## config.mk

```make
export PLATFORM = sky130hd
export DESIGN_NAME = control_pipeline
export DESIGN_NICKNAME = d
export VERILOG_FILES = /design/src/rtl/control_pipeline_pkg.sv /design/src/rtl/control_pipeline_forwarding.sv /design/src/rtl/control_pipeline.sv
export SDC_FILE = /design/constraint.sdc
export NUM_CORES = 1
export LEC_CHECK = 0
export BUFFER_PORTS_ARGS = -buffer_cell sky130_fd_sc_hd__clkbuf_2
export CAP_MARGIN = 20
export CORE_ASPECT_RATIO = 0.5
export CORE_MARGIN = 2
export CORE_UTILIZATION = 56
export DETAILED_ROUTE_END_ITERATION = 12
export GPL_TIMING_DRIVEN = 0
export PLACE_DENSITY = 0.84
export SYNTH_ARGS = -nofsm -noshare
export SYNTH_HDL_FRONTEND = slang
export SYNTH_SLANG_ARGS = --single-unit
export TNS_END_PERCENT = 20
```

## constraint.sdc

```tcl
create_clock -name clk -period 3.1 [get_ports clk]
set_input_delay 0.62 -clock clk [delete_from_list [all_inputs] [get_ports clk]]
set_output_delay 0.62 -clock clk [all_outputs]
set_load 0.01 [all_outputs]
```

## src/rtl/control_pipeline_pkg.sv

```systemverilog
// Shared pipeline control definitions: bundle layouts, forward selects, opcode groups.
// No logic; imported by the control pipeline and the control decoder.
// Bundle bit positions here must match the packed struct field order below.
package control_pipeline_pkg;

    localparam int EX_W  = 3;
    localparam int M_W   = 3;
    localparam int WB_W  = 2;
    localparam int REG_W = 5;

    localparam int EX_ALU_SRC    = 0;
    localparam int EX_ALU_OP_LO  = 1;
    localparam int EX_ALU_OP_HI  = 2;
    localparam int M_MEM_READ    = 0;
    localparam int M_MEM_WRITE   = 1;
    localparam int M_BRANCH      = 2;
    localparam int WB_REG_WRITE  = 0;
    localparam int WB_MEM_TO_REG = 1;

    typedef logic [1:0] fwd_sel_t;
    localparam fwd_sel_t FWD_REG   = 2'b00;
    localparam fwd_sel_t FWD_MEMWB = 2'b01;
    localparam fwd_sel_t FWD_EXMEM = 2'b10;

    localparam logic [6:0] OPC_RTYPE  = 7'b0110011;
    localparam logic [6:0] OPC_ITYPE  = 7'b0010011;
    localparam logic [6:0] OPC_LOAD   = 7'b0000011;
    localparam logic [6:0] OPC_STORE  = 7'b0100011;
    localparam logic [6:0] OPC_BRANCH = 7'b1100011;

    typedef struct packed {
        logic [1:0] alu_op;
        logic       alu_src;
    } ex_t;

    typedef struct packed {
        logic branch;
        logic mem_write;
        logic mem_read;
    } m_t;

    typedef struct packed {
        logic mem_to_reg;
        logic reg_write;
    } wb_t;

    typedef struct packed {
        ex_t              ex;
        m_t               m;
        wb_t              wb;
        logic [REG_W-1:0] rs1;
        logic [REG_W-1:0] rs2;
        logic [REG_W-1:0] rd;
    } idex_t;

    typedef struct packed {
        m_t               m;
        wb_t              wb;
        logic [REG_W-1:0] rd;
    } exmem_t;

    typedef struct packed {
        wb_t              wb;
        logic [REG_W-1:0] rd;
    } memwb_t;

    // x0 is hardwired zero, so a write to it never produces a usable value.
    function automatic logic reg_hit(input logic wr, input logic [REG_W-1:0] rd,
                                     input logic [REG_W-1:0] rs);
        return wr && (rd != '0) && (rd == rs);
    endfunction

endpackage

```

## src/rtl/control_pipeline_forwarding.sv

```systemverilog
// ALU operand forwarding select; EX/MEM result wins over MEM/WB result.
// Latency: combinational, zero cycles.
// Backpressure: none, pure function of the stage registers.
module forwarding_unit
    import control_pipeline_pkg::*;
(
    input  logic             exmem_reg_write,
    input  logic [REG_W-1:0] exmem_rd,
    input  logic             memwb_reg_write,
    input  logic [REG_W-1:0] memwb_rd,
    input  logic [REG_W-1:0] idex_rs1,
    input  logic [REG_W-1:0] idex_rs2,
    output logic [1:0]       forward_a,
    output logic [1:0]       forward_b
);

    function automatic fwd_sel_t select(input logic [REG_W-1:0] rs);
        if (reg_hit(exmem_reg_write, exmem_rd, rs))
            return FWD_EXMEM;
        else if (reg_hit(memwb_reg_write, memwb_rd, rs))
            return FWD_MEMWB;
        else
            return FWD_REG;
    endfunction

    assign forward_a = select(idex_rs1);
    assign forward_b = select(idex_rs2);

endmodule

```

## src/rtl/control_pipeline.sv

```systemverilog
// Control-bundle pipeline ID/EX -> EX/MEM -> MEM/WB with load-use stall, branch flush, forwarding.
// Latency: EX bits at +1, M bits at +2, WB bits at +3 cycles; hazard outputs combinational.
// Backpressure: stall holds IF/ID and injects a bubble; flush squashes ID/EX and EX/MEM.
module control_pipeline
    import control_pipeline_pkg::*;
(
    input  logic             clk,
    input  logic             rst_n,
    input  logic             id_valid,
    input  logic [EX_W-1:0]  ex_in,
    input  logic [M_W-1:0]   m_in,
    input  logic [WB_W-1:0]  wb_in,
    input  logic [REG_W-1:0] id_rs1,
    input  logic [REG_W-1:0] id_rs2,
    input  logic [REG_W-1:0] id_rd,
    input  logic             mem_zero,
    output logic [1:0]       alu_op,
    output logic             alu_src,
    output logic             mem_branch,
    output logic             mem_write,
    output logic             mem_read,
    output logic             wb_mem_to_reg,
    output logic             wb_reg_write,
    output logic [REG_W-1:0] wb_rd,
    output logic [1:0]       forward_a,
    output logic [1:0]       forward_b,
    output logic             stall,
    output logic             flush,
    output logic [7:0]       bubble_count
);

    idex_t      idex_q;
    idex_t      idex_d;
    exmem_t     exmem_q;
    memwb_t     memwb_q;
    logic [7:0] bubble_q;
    logic       load_use;

    assign flush    = exmem_q.m.branch & mem_zero;
    assign load_use = idex_q.m.mem_read && (idex_q.rd != '0) && id_valid &&
                      ((idex_q.rd == id_rs1) || (idex_q.rd == id_rs2));
    assign stall    = load_use & ~flush;

    // Bubbles, stalls and squashed slots all enter ID/EX as an all-zero entry.
    always_comb begin
        idex_d = '0;
        if (id_valid && !stall && !flush) begin
            idex_d = '{ex: ex_t'(ex_in), m: m_t'(m_in), wb: wb_t'(wb_in),
                       rs1: id_rs1, rs2: id_rs2, rd: id_rd};
        end
    end

    always_ff @(posedge clk or negedge rst_n) begin
        if (!rst_n) begin
            idex_q  <= '0;
            exmem_q <= '0;
            memwb_q <= '0;
        end else begin
            idex_q  <= idex_d;
            exmem_q <= flush ? '0 : '{m: idex_q.m, wb: idex_q.wb, rd: idex_q.rd};
            memwb_q <= '{wb: exmem_q.wb, rd: exmem_q.rd};
        end
    end

    always_ff @(posedge clk or negedge rst_n) begin
        if (!rst_n)
            bubble_q <= '0;
        else if (stall && (bubble_q != 8'hFF))
            bubble_q <= bubble_q + 8'd1;
    end

    forwarding_unit u_forwarding_unit (
        .exmem_reg_write (exmem_q.wb.reg_write),
        .exmem_rd        (exmem_q.rd),
        .memwb_reg_write (memwb_q.wb.reg_write),
        .memwb_rd        (memwb_q.rd),
        .idex_rs1        (idex_q.rs1),
        .idex_rs2        (idex_q.rs2),
        .forward_a       (forward_a),
        .forward_b       (forward_b)
    );

    assign alu_op        = idex_q.ex.alu_op;
    assign alu_src       = idex_q.ex.alu_src;
    assign mem_branch    = exmem_q.m.branch;
    assign mem_write     = exmem_q.m.mem_write;
    assign mem_read      = exmem_q.m.mem_read;
    assign wb_mem_to_reg = memwb_q.wb.mem_to_reg;
    assign wb_reg_write  = memwb_q.wb.reg_write;
    assign wb_rd         = memwb_q.rd;
    assign bubble_count  = bubble_q;

endmodule

```

# --- Yosys cells after proc, flatten, opt, wreduce, memory -nomap -nowiden ---
# Index checks and enable logic that the tools add are counted.
classes:
  add_sub_neg: 1
  multipliers: 0
  div: 0
  magnitude_cmp: 0
  eq_ne: 7
  shift: 0
  muxes: 6
  bitwise_logic: 3
  n_reduce_logical: 18
op_table:
  columns: ["cell", "count"]
  rows:
  - ["$eq 5x5->1", 6]
  - ["$mux 23", 1]
  - ["$reduce_bool 5->1", 3]
  - ["$logic_and 1x1->1", 12]
  - ["$mux 10", 1]
  - ["$add 8x1->8 const B", 1]
  - ["$ne 8x8->1 const B", 1]
  - ["$mux 2", 2]
  - ["$and 1x1->1", 2]
  - ["$logic_not 1->1", 2]
  - ["$mux 1", 2]
  - ["$logic_or 1x1->1", 1]
  - ["$not 1->1", 1]
word_totals:
  register_bits: 48
  latchBits: 0
  mem_bits_rw: 0
  romBits: 0
  inputBits: 27
  out_inout_bits: 27
  wordCells: 55
  n_memories: 0

# --- Depth between registers and ports, before layout ---
# Gate-level depths: netlist of run 1.
logic_depth:
  word_depth: 9
  mapped_depth: 6
  depth_no_buf: 5

# --- Modules after synthesis ---
# From an unflattened synthesis of run 1, not the netlist that was laid out.
hier_totals:
  cells_unflattened: 172
  hier_area_um2: 2068.2
modules_own_cells:
  columns: ["module", "n_inst", "cells_each", "area_each_um2"]
  rows:
  - ["control_pipeline", 1, 138, 1810.5]
  - ["forwarding_unit", 1, 34, 257.7]

# --- Least setup slack after synthesis of run 1 ---
# OpenSTA, ideal clock, no wires.
synth_path:
  path_kind: "reg2out"
  start: "register exmem_q[1] in the netlist's numbering"
  end: "output forward_a[0]"
  arrival_ns: 1.692
  t_required_ns: 2.480
  setup_slack_ns: 0.788
  path_stages_with_launch: 5
  n_path_buf: 0
  path_cell_list: "dfrtp_1 or4_1 o21ai_0 nor4_1 nor4_1"
synth_between:
  elab_chain_len: 4
  elab_cells_between_ends: 5
  cone_classes: "eq/ne (1); mux (1); reduce/logical (3)"
synth_lines:
  columns: ["item", "line", "text"]
  rows:
  - ["from (decl)", "control_pipeline.sv:34", "exmem_t exmem_q;"]
  - ["from (signal assigned)", "control_pipeline.sv:60", "exmem_q <= flush ? '0 : '{m: idex_q.m, wb: idex_q.wb, rd: idex_q.rd};"]
  - ["$reduce_bool 5->1", "control_pipeline_pkg.sv:70", "return wr && (rd != '0) && (rd == rs);"]
  - ["$logic_and 1x1->1", "control_pipeline_pkg.sv:70", null]
  - ["$logic_and 1x1->1 (*)", "control_pipeline_pkg.sv:70", null]
  - ["$mux 2 (*)", "control_pipeline_forwarding.sv:18", "if (reg_hit(exmem_reg_write, exmem_rd, rs))"]
  - ["to (decl)", "control_pipeline.sv:25", "output logic [1:0] forward_a,"]
# Mark *: on every way between the ends. The rest lies on a longest branch, timed or not.

# --- Worst setup path after layout of run 1 ---
# Same ends and word-level chain as after synthesis.

==> flow_summary.json, run 1 <==
{
  "status": "complete, no violations",
  "critPathMaxFanout": 4,
  "critPathCaptureType": "primary output",
  "p_leak_nw": 1.326,
  "ff_latch_area_mm2": 0.001201,
  "r2r_start": "idex_q[0]",
  "r2r_end": "bubble_count[7]",
  "grt_overflow_total": 0,
  "wl_per_cell_um": 13.71,
  "seq_area_frac_synth_pct": 58.22,
  "rr_worst_depth": 5,
  "maxSlewViolCount": 0,
  "post_cts_buffers": 0,
  "design_area_mm2": 0.002505,
  "dieArea_mm2": 0.004215,
  "cts_root_buf": "clkbuf_8",
  "nFillCells": 248,
  "met3_wirelength_um": 167,
  "htree_num_levels": 2,
  "cp_slowest_cell": "or4_1",
  "n_antenna_cell": 0,
  "path_cells": "or4_1 > o21ai_0 > nor4_1 > nor4_1 > clkbuf_2",
  "port_buffers": 53,
  "finalSetupViolCount": 0,
  "maxSlewHeadroom_pct": 63.21,
  "netlist_area_mm2": 0.002063,
  "synth_top_cell_area_share_pct": 58.22,
  "drt_wl_total_mm": 3.824,
  "cts_tree": "yes",
  "ir_drop_v": 0.0003341,
  "syn_inst": 166,
  "synthTopCellsByArea": "dfrtp_1, xor2_1, and2_1",
  "dr.max_layer_used": "met4",
  "ys_ff_latch": 48,
  "grt_pass1_wl_mm": 5.913,
  "vias": 1381,
  "clock-sinks": 48,
  "multiInputGateArea_um2": 829.5,
  "skew_ns": 0.006562,
  "min_period_ns": 2.721,
  "fin_setup_tns_ns": 0,
  "drc": 0,
  "synth.most_common_cell": "dfrtp_1",
  "path_delay_family": "simple AND/OR/NAND/NOR gates",
  "ys.flop_type": "dfrtp_1",
  "worstPathArrival_ns": 2.10,
  "p_per_area_mw_per_mm2": 486.5,
  "post_synth.cell_area_avg_um2": 12.43,
  "grt_pass1_vias": 1299,
  "num_io_pins": 54,
  "largest-register": "idex_q",
  "ys_types": 30,
  "timing.critical_path.buf_inv": 1,
  "worstPathRequired_ns": 2.48,
  "yosys.area.top_type": "dfrtp_1",
  "grt_max_degree": 49,
  "dpl.hpwl_mm": 2.824,
  "crit_path_max_incr_delay_ns": 0.53,
  "synth_warnings": 0,
  "chipWidth_um": 89.84,
  "clk_pin_slew_ns": 0.08,
  "fin_nets": 255,
  "crit_path_start_kind": "flop",
  "p_total_mw": 1.219,
  "wl_met1_mm": 1.619,
  "hold_slack_ns": 0.2667,
  "wl_met2_mm": 1.976,
  "maxCapViolations": 0,
  "viasPerCell": 4.950,
  "worst_slew_pin_slew_ns": 0.5519,
  "rsz0062_at_grt": "no",
  "worst_hold_path_type": "input port to asynchronous set/reset pin",
  "fin_crit_sh_pct": 87.78,
  "clk_latency_ns": 0.30,
  "clockBufferDepth": 2,
  "crit_type": "flop to primary output",
  "placement.cell_area_mm2": 0.002392,
  "synth_commonest_cells": "dfrtp_1, and2_1, xor2_1",
  "async_reset_ff_share_pct": 100.0,
  "rows": 15,
  "grt_antenna_before_repair": 0,
  "drtIter0Drc": 52,
  "path_common_cell": "nor4_1",
  "track_usage_pct": 19.04,
  "cts_made_buffers": 5,
  "synth_enable_flop_cells": 0,
  "area_growth_syn_to_layout_pct": 21.41,
  "ant_nets": 0,
  "first_pass_iters": 4,
  "hold_violations": 0,
  "coreArea_mm2": 0.003472,
  "synth_nets": 194,
  "fp.dieH_um": 46.92,
  "postCtsHoldBufs": 0,
  "timing.fmax_mhz": 367.5,
  "ctsResizeCount": 0,
  "gp_congestion": 0.7856,
  "r2r_slack_ns": 1.09,
  "initial_utilization_pct": 59.42,
  "largest_reg_flops": 20,
  "drive_gt1_share_pct": 32.89
}
[layout by cell type (no fill, tap or decap), types with 2 or more instances in the layout]
cell,instances
o21ai_0,2
mux2_2,2
nor2_1,3
or4_1,4
nor3_1,5
dfrtp_1,48
clkbuf_2,55
nand2_1,3
buf_4,2
xnor2_1,6
and2_1,32
clkinv_2,2
nand3_1,6
nor4_1,5
nand2b_1,2
xor2_1,29
clkbuf_8,6
[metrics by stage]
| step | util [%] | std cells | setup WS [ns] |
|---|---|---|---|
| 6_report | 72.14 | 279 | 0.3788 |
| 5_1_grt | 72.14 | 279 | 0.2646 |
| 4_1_cts | 71.57 | 278 | 0.3744 |
| 3_5_place_dp | 68.90 | 270 | 0.7269 |
| 3_3_place_gp | 68.90 | 270 | 0.7639 |
| 2_1_floorplan | - | 166 | 0.7881 |
[worst max-delay path by stage]
stage / end / slack, ns / cells after the start / from
CTS: forward_a[0] / 0.37 / 5 / exmem_q[2]
detailed placement: forward_a[0] / 0.73 / 5 / exmem_q[1]
floorplan: forward_a[0] / 0.79 / 4 / exmem_q[1]
global route: forward_b[0] / 0.26 / 5 / exmem_q[2]
global placement: forward_b[0] / 0.76 / 5 / exmem_q[1]
finish: forward_a[0] / 0.38 / 5 / exmem_q[1]
[kinds of logic (layout without fill, tap and decap cells)]
kind of cell | count (synthesis) | count (layout) | share of synthesized area, %
compound gates | 7 | 7 | 3.336
xor+xnor | 35 | 35 | 14.86
fa+ha+maj | 1 | 1 | 0.6063
buf+inv | 6 | 68 | 1.576
flops | 48 | 48 | 58.22
mux | 3 | 3 | 1.819
simple gates | 66 | 66 | 19.59
[report_power, final]
group / internal [mW] / leakage, nW / switching (mW)
Combinational: 0.0758 / 0.642 / 0.0727
Clock: 0.178 / 0.0510 / 0.194
Sequential: 0.661 / 0.633 / 0.0366
Total: 0.915 / 1.33 / 0.304
[final cells by class]
type / instances / share of cell area [%]
repair buffers: 54 / 11.39
plain buffers: 5 / 1.149
well taps: 51 / 2.547
clock inverters: 2 / 0.3996
multi-input cells: 112 / 33.12
flip-flops and latches: 48 / 47.95
inverters: 1 / 0.1499
clock buffers: 6 / 3.297
[per-layer routing]
layer,vias up,GRT usage (%)
li1,669,-
met1,667,21.84
met2,38,36.67
met3,7,4.334
met4,0,8.923
met5,-,0
(Power assumes the default switching activity.)
==> inputs of run 2 (changes only) <==
--- a/config.mk
+++ b/config.mk
@@ -9,10 +9,10 @@
 export CAP_MARGIN = 20
 export CORE_ASPECT_RATIO = 0.5
 export CORE_MARGIN = 2
-export CORE_UTILIZATION = 56
+export CORE_UTILIZATION = 40
+export CTS_BUF_LIST = sky130_fd_sc_hd__clkbuf_4
 export DETAILED_ROUTE_END_ITERATION = 12
 export GPL_TIMING_DRIVEN = 0
-export PLACE_DENSITY = 0.84
 export SYNTH_ARGS = -nofsm -noshare
 export SYNTH_HDL_FRONTEND = slang
 export SYNTH_SLANG_ARGS = --single-unit
==> flow_summary.json, run 2 (synthesized netlist as in run 1, its figures left out) <==
{
  "status": "complete, no violations",
  "path_common_cell": "nor4_1",
  "cts_tree": "yes",
  "area_growth_syn_to_layout_pct": 21.95,
  "clk_pin_slew_ns": 0.13,
  "crit_type": "flop to primary output",
  "drive_gt1_share_pct": 32.89,
  "num_io_pins": 54,
  "design_area_mm2": 0.002516,
  "clockBufferDepth": 2,
  "gp_congestion": 0.7510,
  "coreArea_mm2": 0.004955,
  "wl_met1_mm": 1.849,
  "seqPwrFrac_pct": 57.6,
  "ant_nets": 0,
  "placement.cell_area_mm2": 0.002436,
  "port_buffers": 53,
  "dieArea_mm2": 0.005784,
  "grt_pass1_vias": 1303,
  "path_cells": "or4_1 > o21ai_1 > nor4_1 > nor4_1 > clkbuf_2",
  "wl_met2_mm": 1.788,
  "maxSlewHeadroom_pct": 66.09,
  "layout_common_cells": "clkbuf_2, dfrtp_1, and2_1",
  "htree_num_levels": 2,
  "hold_violations": 0,
  "maxSlewViolCount": 0,
  "fin_setup_tns_ns": 0,
  "met3_wirelength_um": 225,
  "wl_per_cell_um": 13.13,
  "critPathMaxFanout": 4,
  "fp.dieH_um": 54.79,
  "vias": 1364,
  "chipWidth_um": 105.6,
  "viasPerCell": 4.577,
  "fin_cells": 298,
  "intPower_mw": 0.9154,
  "rsz0062_at_grt": "no",
  "switching_share_pct": 24.48,
  "dr.max_layer_used": "met4",
  "critPathCaptureType": "primary output",
  "drc": 0,
  "nFillCells": 471,
  "p_clk_share_pct": 30.1,
  "layout_commonest_cell": "clkbuf_2",
  "fin_crit_sh_pct": 88.06,
  "finalSetupViolCount": 0,
  "p_leak_nw": 1.321,
  "dpl_worst_slack_ns": 0.6561,
  "postCtsHoldBufs": 0,
  "skew_ns": 0.003309,
  "placed_cells": 290,
  "rows": 18,
  "worst_slew_pin_slew_ns": 0.5086,
  "grt_pass1_wl_mm": 6.320,
  "largest-register": "idex_q",
  "cts_root_buf": "clkbuf_4",
  "grt_overflow_total": 0,
  "clk_latency_ns": 0.35,
  "crit_path_max_incr_delay_ns": 0.54,
  "grt_max_degree": 36,
  "largest_reg_flops": 20,
  "worstPathRequired_ns": 2.48,
  "crit_path_start_kind": "flop",
  "worst_hold_path_type": "input port to asynchronous set/reset pin",
  "timing.fmax_mhz": 366.3,
  "p_per_area_mw_per_mm2": 481.7,
  "initial_utilization_pct": 41.64,
  "grt_antenna_before_repair": 0,
  "worstPathArrival_ns": 2.11,
  "n_antenna_cell": 0,
  "power_switching_mw": 0.2967,
  "min_period_ns": 2.730,
  "cts_made_buffers": 5,
  "drt_wl_total_mm": 3.914,
  "drtIter0Drc": 27,
  "cp_slowest_cell": "or4_1",
  "ir_drop_v": 0.0002170,
  "fin_nets": 255,
  "dpl.hpwl_mm": 3.057,
  "track_usage_pct": 14.96,
  "clock-sinks": 48,
  "first_pass_iters": 4,
  "maxCapViolations": 0,
  "fin_ws_ns": 0.3701,
  "power_frac_comb_pct": 12.3
}
## run 2: cell types whose count changed in the layout (fill, tap and decap cells not counted)
cell       change
bufinv_16      +1
clkbuf_4       +6
clkbuf_8       -6
clkinv_2       -1
o21ai_0        -1
o21ai_1        +1
## run 2: power groups by stage
stage	logic [mW]	registers [mW]	clock network, mW
floorplan	0.0791	0.709	0
global placement	0.144	0.709	0
detailed placement	0.152	0.712	0
CTS	0.152	0.699	0.380
global route	0.165	0.705	0.414
finish	0.149	0.698	0.365
## run 2: worst paths after layout
kind	startpoint	endpoint	slack, ns	cells after the start
max	exmem_q[1]	forward_a[0]	0.37	5
min	rst_n	alu_op[0]	0.16	1
max reg2reg	idex_q[3]	bubble_count[1]	1.16	5
min reg2reg	exmem_q[6]	wb_mem_to_reg	0.37	0
max in group asynchronous	rst_n	idex_q[8]	2.44	2
min in group clk	exmem_q[6]	wb_mem_to_reg	0.37	0
## run 2: critical path: cells and delay by family (launching register included)
family | cells | cell delay, ns
AOI/OAI and AO/OA | 1 | 0.19
buffers and inverters | 1 | 0.18
DFF | 1 | 0.45
and+or+nand+nor | 3 | 0.94
## run 2: what timing repair did
action,in CTS,in global routing
hold endpoints to repair,0,0
resized for setup,0,1
endpoints found under the setup margin,0,1
buffers inserted,0,0
## run 2: metal layers
layer | up-vias | global-route usage, %
li1 | 671 | -
met1 | 649 | 19.67
met2 | 37 | 23.87
met3 | 7 | 4.524
met4 | 0 | 5.921
met5 | - | 0
## run 2: area by class of cell
type	count	area, um^2	area share [%]
inverters	1	3.754	0.1492
plain buffers	5	28.78	1.144
multi-input cells	112	829.5	32.97
clock inverters	2	35.03	1.392
well taps	70	87.58	3.481
clock buffers	6	45.04	1.790
flip-flops and latches	48	1201	47.74
repair buffers	54	285.3	11.34
## run 2: stage by stage
stage          hold WS (ns)  total power [mW]  utilization [%]
6_report             0.1578             1.212            50.78
5_1_grt              0.1409             1.284            50.78
4_1_cts              0.1528             1.232            50.78
3_5_place_dp         0.3418            0.8633            49.17
3_3_place_gp         0.3340            0.8535            48.76
2_1_floorplan        0.3244            0.7883                -
==> inputs of run 3 (changes only) <==
--- a/config.mk
+++ b/config.mk
@@ -7,12 +7,15 @@
 export LEC_CHECK = 0
 export BUFFER_PORTS_ARGS = -buffer_cell sky130_fd_sc_hd__clkbuf_2
 export CAP_MARGIN = 20
+export CELL_PAD_IN_SITES_DETAIL_PLACEMENT = 1
+export CELL_PAD_IN_SITES_GLOBAL_PLACEMENT = 1
 export CORE_ASPECT_RATIO = 0.5
 export CORE_MARGIN = 2
 export CORE_UTILIZATION = 40
 export CTS_BUF_LIST = sky130_fd_sc_hd__clkbuf_4
 export DETAILED_ROUTE_END_ITERATION = 12
 export GPL_TIMING_DRIVEN = 0
+export PLACE_DENSITY_LB_ADDON = 0.1
 export SYNTH_ARGS = -nofsm -noshare
 export SYNTH_HDL_FRONTEND = slang
 export SYNTH_SLANG_ARGS = --single-unit
==> flow_summary.json, run 3 (synthesized netlist as in run 1, its figures left out) <==
{
  "status": "complete, no violations",
  "p_leak_nw": 1.305,
  "critPathMaxFanout": 4,
  "seqPwrFrac_pct": 61.7,
  "worstPathArrival_ns": 2.18,
  "cts_tree": "yes",
  "grt_pass1_vias": 1359,
  "area_growth_syn_to_layout_pct": 20.80,
  "grt_overflow_total": 0,
  "maxSlewHeadroom_pct": 65.14,
  "drtIter0Drc": 18,
  "clk_pin_slew_ns": 0.14,
  "layout_common_cells": "clkbuf_2, dfrtp_1, and2_1",
  "grt_pass1_wl_mm": 6.334,
  "endpoint": "forward_a[0]",
  "crit_type": "flop to primary output",
  "n_antenna_cell": 0,
  "worstPathRequired_ns": 2.48,
  "crit_path_start_kind": "flop",
  "drc": 0,
  "drive_gt1_share_pct": 32.46,
  "post_cts_buffers": 0,
  "postCtsHoldBufs": 0,
  "hold_violations": 0,
  "fin_nets": 255,
  "rr_worst_depth": 5,
  "clockBufferDepth": 2,
  "num_io_pins": 54,
  "min_period_ns": 2.795,
  "p_total_mw": 1.131,
  "critPathCaptureType": "primary output",
  "p_clk_share_pct": 25.2,
  "vias": 1334,
  "power_frac_comb_pct": 13.2,
  "cts_root_buf": "clkbuf_4",
  "grt_max_degree": 33,
  "p_per_area_mw_per_mm2": 453.6,
  "maxSlewViolCount": 0,
  "dpl.hpwl_mm": 3.108,
  "coreArea_mm2": 0.004955,
  "ctsResizeCount": 0,
  "clock-sinks": 48,
  "r2r_end": "bubble_count[7]",
  "rows": 18,
  "timing.fmax_mhz": 357.7,
  "fin_crit_sh_pct": 90.17,
  "intPower_mw": 0.8327,
  "switching_share_pct": 26.34,
  "r2r_slack_ns": 1.12,
  "fp.dieH_um": 54.79,
  "initial_utilization_pct": 41.64,
  "placement.cell_area_mm2": 0.002436,
  "first_pass_iters": 4,
  "maxCapViolations": 0,
  "design_area_mm2": 0.002492,
  "skew_ns": 0.01078,
  "htree_num_levels": 2,
  "gp_congestion": 0.7865,
  "worst_slew_pin_slew_ns": 0.5229,
  "cts_made_buffers": 5,
  "grt_antenna_before_repair": 0,
  "r2r_start": "idex_q[2]",
  "layout_commonest_cell": "clkbuf_2",
  "fin_setup_tns_ns": 0,
  "dieArea_mm2": 0.005784,
  "ant_nets": 0,
  "cp-startpoint": "exmem_q[1]",
  "viasPerCell": 4.477,
  "ir_drop_v": 0.0002207,
  "port_buffers": 53,
  "finalSetupViolCount": 0,
  "hold_slack_ns": 0.1857,
  "rsz0062_at_grt": "no",
  "clk_latency_ns": 0.35,
  "largest_reg_flops": 20,
  "power_switching_mw": 0.2978,
  "wl_per_cell_um": 13.26,
  "track_usage_pct": 14.79,
  "largest-register": "idex_q",
  "chipWidth_um": 105.6,
  "drt_wl_total_mm": 3.951,
  "worst_hold_path_type": "input port to asynchronous set/reset pin"
}
run 3: cell count changes in the layout (fill, tap and decap cells not counted), sizes merged:
cell and delta:
bufinv -1, clkinvlp +1
run 3: area by class of cell:
cell class	instances	area [um^2]
repair buffers	54	285.3
flip-flops and latches	48	1201
plain buffers	5	28.78
fillers	561	2462
multi-input cells	112	829.5
well taps	70	87.58
clock buffers	6	45.04
clock inverters	2	11.26
inverters	1	3.754
run 3: per-stage QoR:
step | utilization, % | std cells | setup slack, ns
6_report | 50.30 | 298 | 0.3047
3_5_place_dp | 49.17 | 290 | 0.6906
4_1_cts | 50.30 | 298 | 0.2569
3_3_place_gp | 48.76 | 289 | 0.7330
2_1_floorplan | - | 166 | 0.7881
5_1_grt | 50.30 | 298 | 0.1033
run 3: layer usage:
layer / up-vias / part of all wire [%] / GRT usage, %
met5: - / 0 / 0
met4: 0 / 1.1 / 5.482
met3: 5 / 4.7 / 4.405
met2: 26 / 49 / 26.34
met1: 631 / 45 / 17.72
li1: 672 / - / -
run 3: critical path, stage by stage, from the launching register on:
cell and delay [ns]:
dfrtp_1 0.44, or4_1 0.52, o21ai_0 0.26, nor4_1 0.14, nor4_1 0.28, clkbuf_2 0.18
run 3: worst min path at each step:
stage,start,endpoint,slack (ns),cells after the start
after global placement,exmem_q[6],wb_mem_to_reg,0.34,0
after global routing,rst_n,alu_src,0.19,1
after CTS,rst_n,idex_q[2],0.18,1
after floorplan,rst_n,alu_op[0],0.32,0
final,rst_n,alu_src,0.19,1
after detailed placement,exmem_q[6],wb_mem_to_reg,0.34,0
run 3: power groups by stage:
stage	sequential, mW	clock [mW]	combinational, mW
after floorplan	0.709	0	0.0791
after global placement	0.710	0	0.144
after detailed placement	0.711	0	0.152
after CTS	0.699	0.300	0.153
after global routing	0.704	0.321	0.168
final	0.697	0.284	0.149
